`config.mk`:
```
export PLATFORM = sky130hd
export DESIGN_NAME = cobs_stream_arbiter
export DESIGN_NICKNAME = d
export VERILOG_FILES = /design/src/rtl/cobs_arb_pkg.sv /design/src/rtl/rr_priority_select.sv /design/src/rtl/cobs_stream_arbiter.sv
export SDC_FILE = /design/constraint.sdc
export NUM_CORES = 1
export LEC_CHECK = 0
export ABC_CLOCK_PERIOD_IN_PS = 4700
export CAP_MARGIN = 20
export CORE_MARGIN = 3
export CORE_UTILIZATION = 30
export DETAILED_ROUTE_END_ITERATION = 7
export PLACE_DENSITY = 0.73
export SLEW_MARGIN = 10
export SYNTH_ARGS = -nofsm -noshare
export SYNTH_HDL_FRONTEND = slang
export SYNTH_SLANG_ARGS = --single-unit
export TNS_END_PERCENT = 5
```
`constraint.sdc`:
```
create_clock -name clk -period 4.7 [get_ports clk]
set_clock_uncertainty 0.2 [all_clocks]
set_input_delay 0.47 -clock clk [delete_from_list [all_inputs] [get_ports clk]]
set_output_delay 0.47 -clock clk [all_outputs]
set_load 0.005 [all_outputs]
```
`src/rtl/cobs_arb_pkg.sv`:
```
// Shared types and constants for the COBS stream arbiter.
package cobs_arb_pkg;

    typedef enum logic [1:0] {
        IDLE,
        HEADER,
        PAYLOAD,
        DRAIN
    } state_t;

    localparam logic [7:0] HEADER_TAG = 8'h80;

    // Width of a channel index; a single channel still needs one bit.
    function automatic int ch_w(input int n);
        return (n > 1) ? $clog2(n) : 1;
    endfunction

endpackage

```
`src/rtl/rr_priority_select.sv`:
```
// Round-robin requester pick: the first active request after the last grant wins.
module rr_priority_select
    import cobs_arb_pkg::*;
#(
    parameter  int N    = 4,
    localparam int CH_W = ch_w(N)
) (
    input  logic [N-1:0]    req,
    input  logic [CH_W-1:0] last,
    output logic            any,
    output logic [CH_W-1:0] sel
);

    // Scan channels last+1, last+2, ... modulo N and keep the first requester.
    always_comb begin
        any = 1'b0;
        sel = last;
        for (int i = 1; i <= N; i++) begin
            if (!any && req[(int'(last) + i) % N]) begin
                any = 1'b1;
                sel = CH_W'((int'(last) + i) % N);
            end
        end
    end

endmodule

```
`src/rtl/cobs_stream_arbiter.sv`:
```
// Packet-granular round-robin arbiter that funnels several raw byte streams
// into one COBS encoder input, with an optional channel tag and a length cap.
module cobs_stream_arbiter
    import cobs_arb_pkg::*;
#(
    parameter  int NUM_CHANNELS = 4,
    parameter  int MAX_PAYLOAD  = 32,
    parameter  int HEADER_EN    = 1,
    localparam int CH_W         = ch_w(NUM_CHANNELS)
) (
    input  logic                      clk,
    input  logic                      rst_n,
    input  logic [NUM_CHANNELS*8-1:0] s_tdata,
    input  logic [NUM_CHANNELS-1:0]   s_tvalid,
    input  logic [NUM_CHANNELS-1:0]   s_tlast,
    output logic [NUM_CHANNELS-1:0]   s_tready,
    output logic [7:0]                m_tdata,
    output logic                      m_tvalid,
    output logic                      m_tlast,
    input  logic                      m_tready,
    output logic [CH_W-1:0]           grant_id,
    output logic                      busy,
    output logic                      truncated
);

    localparam int              CNT_W      = $clog2(MAX_PAYLOAD + 1);
    localparam logic [CNT_W-1:0] CNT_LAST  = CNT_W'(MAX_PAYLOAD - 1);
    localparam logic [CNT_W-1:0] CNT_MAX   = CNT_W'(MAX_PAYLOAD);
    localparam logic [CH_W-1:0]  GRANT_INIT = CH_W'(NUM_CHANNELS - 1);

    state_t           state;
    logic [CNT_W-1:0] count;
    logic             req_any;
    logic [CH_W-1:0]  req_sel;
    logic [7:0]       g_data;
    logic             g_valid;
    logic             g_last;
    logic             at_limit;
    logic             beat_fire;

    assign g_data    = s_tdata[int'(grant_id)*8 +: 8];
    assign g_valid   = s_tvalid[grant_id];
    assign g_last    = s_tlast[grant_id];
    assign at_limit  = (count == CNT_LAST);
    assign beat_fire = g_valid && m_tready;
    assign busy      = (state != IDLE);

    rr_priority_select #(
        .N(NUM_CHANNELS)
    ) u_select (
        .req (s_tvalid),
        .last(grant_id),
        .any (req_any),
        .sel (req_sel)
    );

    // Packet-level FSM: grant in IDLE, optional tag, pass payload, then discard any overflow.
    always_ff @(posedge clk or negedge rst_n) begin
        if (!rst_n) begin
            state     <= IDLE;
            grant_id  <= GRANT_INIT;
            count     <= '0;
            truncated <= 1'b0;
        end else begin
            truncated <= 1'b0;
            case (state)
                IDLE: begin
                    if (req_any) begin
                        grant_id <= req_sel;
                        count    <= '0;
                        state    <= (HEADER_EN != 0) ? HEADER : PAYLOAD;
                    end
                end
                HEADER: begin
                    if (m_tready) begin
                        state <= PAYLOAD;
                    end
                end
                PAYLOAD: begin
                    if (beat_fire) begin
                        if (count != CNT_MAX) begin
                            count <= count + CNT_W'(1);
                        end
                        if (g_last) begin
                            state <= IDLE;
                        end else if (at_limit) begin
                            truncated <= 1'b1;
                            state     <= DRAIN;
                        end
                    end
                end
                DRAIN: begin
                    if (g_valid && g_last) begin
                        state <= IDLE;
                    end
                end
                default: state <= IDLE;
            endcase
        end
    end

    // Output steering: tag from registered grant, payload passes straight through.
    always_comb begin
        m_tvalid = 1'b0;
        m_tdata  = '0;
        m_tlast  = 1'b0;
        s_tready = '0;
        case (state)
            HEADER: begin
                m_tvalid = 1'b1;
                m_tdata  = HEADER_TAG | 8'(grant_id);
            end
            PAYLOAD: begin
                m_tvalid = g_valid;
                m_tdata  = g_data;
                m_tlast  = g_last | at_limit;
                s_tready = NUM_CHANNELS'(m_tready) << grant_id;
            end
            DRAIN: begin
                s_tready = NUM_CHANNELS'(1) << grant_id;
            end
            default: ;
        endcase
    end

endmodule

```
-- Yosys cells after proc, flatten, opt, wreduce, memory -nomap -nowiden
Cells that the tools add are included.
- $add $sub $neg: 5
- $lt $le $gt $ge: 5
- equal/unequal tests: 11
- shifts and indexed selects: 3
- muxes and demuxes: 43
- bitwise operators: 5
- reduce and logical (&&, ||, !) cells: 19
- operators by type and width (kind ; number):
    $shiftx A32 B6 Y8 ; 1
    $mux W2 ; 10
    $mux W1 ; 19
    $mux W6 ; 3
    $lt A3 B4 Y1 const B ; 4
    $pmux W8 S2 ; 1
    $bmux W1 S2 ; 6
    $pmux W6 S2 ; 1
    $ne A2 B2 Y1 const B ; 5
    $pmux W2 S4 ; 1
    $pmux W4 S2 ; 1
    $reduce_or A2 Y1 ; 4
    $add A6 B1 Y6 const B ; 1
    $eq A6 B5 Y1 const B ; 1
    $ne A6 B6 Y1 const B ; 1
    $logic_and A1 B1 Y1 ; 5
    $reduce_and A5 Y1 ; 1
    $add A2 B1 Y2 const B ; 2
    $add A2 B2 Y2 const B ; 2
    $and A1 B1 Y1 const A ; 4
    $eq A2 B2 Y1 const B ; 2
    $reduce_and A4 Y1 ; 1
    $reduce_bool A2 Y1 ; 2
    $reduce_bool A4 Y1 ; 1
    other kinds (10) ; 12
- register bits: 11
- bits of input ports: 43
- output and inout port bits: 18
- word-level logic and storage cells: 95

-- Depth between registers and ports, before layout
- word-level depth: 18
- gate-level depth with buffers: 8
- gate-level depth less buffers: 7

-- Cells and area by module
A second synthesis with hierarchy kept.
- cell total of the unflattened synthesis: 146
- area total of the unflattened synthesis: 1325.0 µm²
- modules (own cells, without submodules) (module ; times used ; cells an instance ; area an instance (µm²) ; seq. area each (µm²)):
    cobs_stream_arbiter ; 1 ; 132 ; 1242.4 ; 277.8
    rr_priority_select ; 1 ; 14 ; 82.6 ; 0.0

-- Least setup slack after synthesis
No wires, ideal clock.
- kind: register to output
- start: register grant_id[0]
- end: output port m_tdata[4]
- data arrival time: 1.756 ns
- required time: 4.030 ns
- setup slack: 2.274 ns
- stages on the path, launching flop included: 5
- path buffers: 2
- cell sequence: dfstp_2 -> buf_2 -> buf_2 -> mux4_2 -> and3_1
- longest elaborated chain between the ends: 2
- ends and longest elaborated chain (item ; RTL line ; source):
    start, declared ; cobs_stream_arbiter.sv:21 ; output logic [CH_W-1:0] grant_id,
    start signal, assigned ; cobs_stream_arbiter.sv:69 ; grant_id <= req_sel;
    $shiftx A32 B6 Y8 ; cobs_stream_arbiter.sv:41 ; assign g_data = s_tdata[int'(grant_id)*8 +: 8];
    $pmux W8 S2 ; cobs_stream_arbiter.sv:108 ; case (state)
    end, declared ; cobs_stream_arbiter.sv:17 ; output logic [7:0] m_tdata,
No other way between the ends.

-- Worst setup path after layout
- start: register grant_id[0]
- end: output port m_tvalid
- longest elaborated chain between the ends: 3
- ends and longest elaborated chain (item ; RTL line ; source):
    $bmux W1 S2 ; cobs_stream_arbiter.sv:42 ; assign g_valid = s_tvalid[grant_id];
    $mux W1 (implied by the code) ; cobs_stream_arbiter.sv:42 ;
    $pmux W1 S2 ; cobs_stream_arbiter.sv:108 ;
    end, declared ; cobs_stream_arbiter.sv:18 ; output logic m_tvalid,
No other way between the ends. The select of a mux whose other input is x is not followed.

==> impl_metrics.csv <==
group,metric,value,unit
synthesis,synth_area_per_cell,9.02,µm²
pwr,p_total,974,µW
status,status,"complete, no violations",
synthesis,netlist_area,1170,µm²
timing,tightest_slew,0.772,ns
finish,antennaDiodeCount,0,
finish,final_cells,235,
synthesis,yosysMostFrequentCell,"nand2_1",
synthesis,synth_area_leader_cell,"dfrtp_1",
detailed_routing,viasPerCell,5.30,
setup_path,critPathLaunchType,"flip-flop",
synthesis,synth-seq-cells,11,
synthesis,yosysWarningCount,0,
timing,setup_tns,0,ns
clock_tree,max-clock-path-buffers,2,
timing,slew_headroom,47.8,%
synthesis,synthFlopType,"dfrtp_1",
place,portBuffers,60,
timing,report.final.slew_viol_count,0,
floorplanning,design.core.area,3720,µm²
global_route,antenna_found_initial,0,
timing,rsz0062_at_grt,"false",
synthesis,ys_seq_area_share,23.7,%
finish,regArea,278,µm²
place,post-place-cells,231,
floorplanning,die_area,4690,µm²
setup_path,cp_max_fo,22,
finish,nets,237,
detailed_routing,wl,3480,µm
setup_path,crit_arrival,2.44,ns
global_route,grt_max_degree,28,
detailed_routing,drt_iter0_markers,55,
global_route,grt.overflow.total,0,
clock_tree,cts_tree,"yes",
finish,layout-drive-gt1-share,10.2,%
global_route,grt_pass1_vias,1098,
detailed_routing,num_vias,1245,
timing,hold_viol_final,0,
place,dp_hpwl,2680,µm
setup_path,critical_path_class,"flip-flop to primary output",
timing,max_clock_freq,322,MHz
clock_tree,clock_latency,0.24,ns
detailed_routing,dr.pass1.iters,4,
global_route,grt_pass1_wl,5060,µm
detailed_routing,postRouteAntennaNets,0,
clock_tree,htreeDepth,1,
detailed_routing,wl_per_cell,14.8,µm
detailed_routing,drcViolationCount,0,
synthesis,synth_commonest_cells,"11 x nand2_1, 10 x mux4_2, 10 x nand3_1",
clock_tree,root_buffer,"clkbuf_8",
place,globalplace.congestion,0.785,
global_route,grtUsageTotal,14.4,%
setup_path,r2r_setup_slack,1.88,ns
floorplanning,dieWidth,68.5,µm
synthesis,synthTopCellsByArea,"dfrtp_1 19%, mux4_2 19%, ha_1 6.4%, dfstp_2 4.5%, nand3_1 4.3%",
setup_path,cp.required,4.03,ns
floorplanning,die_h,68.5,µm
clock_tree,postCtsSetupRepairBufs,0,
clock_tree,postCtsHoldBufs,0,
timing,setup_viol,0,
finish,post-route-util,49.8,%
finish,area.growth.synth_to_final,57.8,%
synthesis,synth-edff-count,0,
pwr,ir_drop,0.000297,V
setup_path,endpoint_kind,"primary output",
finish,nFillCells,368,
clock_tree,path_clk_slew,0.05,ns
floorplanning,rows,22,
timing,fin_crit,3.11,ns
finish,multiInputGateArea,830,µm²
clock_tree,numClockSinks,11,
synthesis,yosysTopAreaCellShare,19.2,%
pwr,power_density,526,nW/µm²
synthesis,syn_nets,179,
worst_hold_path,hold_class,"flip-flop to flip-flop",
synthesis,syn_inst,130,
synthesis,synth_cell_type_count,37,
synthesis,synth-async-reset-ratio,100,%
clock_tree,cts_made_buffers,3,
timing,min_period_over_period,66.1,%
pwr,power.leakage,0.707,nW
flow_run,drv_cap,0,
floorplanning,initial_core_util,31.5,%
floorplanning,ios,61,
clock_tree,cts_resized,0,
-- report_power, final --
group          total [mW]  switching, mW  leakage [nW]  internal (mW)
combinational       0.638          0.264         0.544          0.374
sequential          0.241          0.103         0.140          0.138
clock              0.0950         0.0354        0.0228         0.0595
total               0.974          0.402         0.707          0.572
-- placed cells by master (no fill, tap or decap), types with 7 or more instances in the layout --
cell type | netlist | final
inv_1 | 8 | 8
nand2_1 | 11 | 11
nand3_1 | 10 | 10
dfrtp_1 | 9 | 9
and3_1 | 7 | 7
mux4_2 | 10 | 10
clkdlybuf4s50_1 | 0 | 60
-- cell type report --
type                    instances  share of cell area [%]
inverters                       8                    1.62
repair buffers                 61                    32.9
clock buffers                   4                    2.43
flip-flops and latches         11                    15.0
multi-input cells             103                    44.8
well taps                      48                    3.25
-- cells by family (layout without fill, tap and decap cells) --
logic type	Yosys count	in the layout	share of synthesized area, %
AO/OA/AOI/OAI	26	26	15.3
flip-flops	11	11	23.7
AND/OR/NAND/NOR	58	58	27.3
buffers and inverters	16	73	5.55
multiplexers	12	12	21.0
adder cells (fa/ha/maj)	6	6	6.40
XOR/XNOR	1	1	0.747
-- stage by stage --
stage	hold WS, ns	cell area, µm²	worst slack, ns
after global placement	0.324	1810	1.82
after floorplan	-0.0256	1170	2.27
after CTS	0.344	1850	1.57
after global routing	0.369	1850	1.42
final	0.344	1850	1.59
after detailed placement	0.333	1810	1.82
-- per-layer routing --
metal	GRT usage, %	share of wire [%]	up-vias
met5	0	0	-
met4	4.71	1.3	0
met3	3.73	3.1	6
met2	21.5	50	24
met1	20.0	45	606
li1	-	-	609
-- worst max-delay path, stage by stage, from the launching register on --
cell and delay (ns):
dfstp_2 0.89, mux4_2 0.62, a21oi_1 0.17, nor2b_1 0.06
clkdlybuf4s50_1 0.46
-- worst paths after layout --
kind	to	depth (start not counted)	from
max in group asynchronous	grant_id[0]	1	rst_n
worst min register to register	count[0]	2	count[0]
worst min-delay path	count[0]	2	count[0]
worst max-delay path	m_tvalid	4	grant_id[0]
worst max register to register	count[5]	4	grant_id[0]
min in group asynchronous	count[3]	1	rst_n
-- flip-flops by register name, summed over array words and instances (netlist names) --
name and flops:
count 6, grant_id 2, state 2, truncated 1
(Power assumes the default switching activity.)
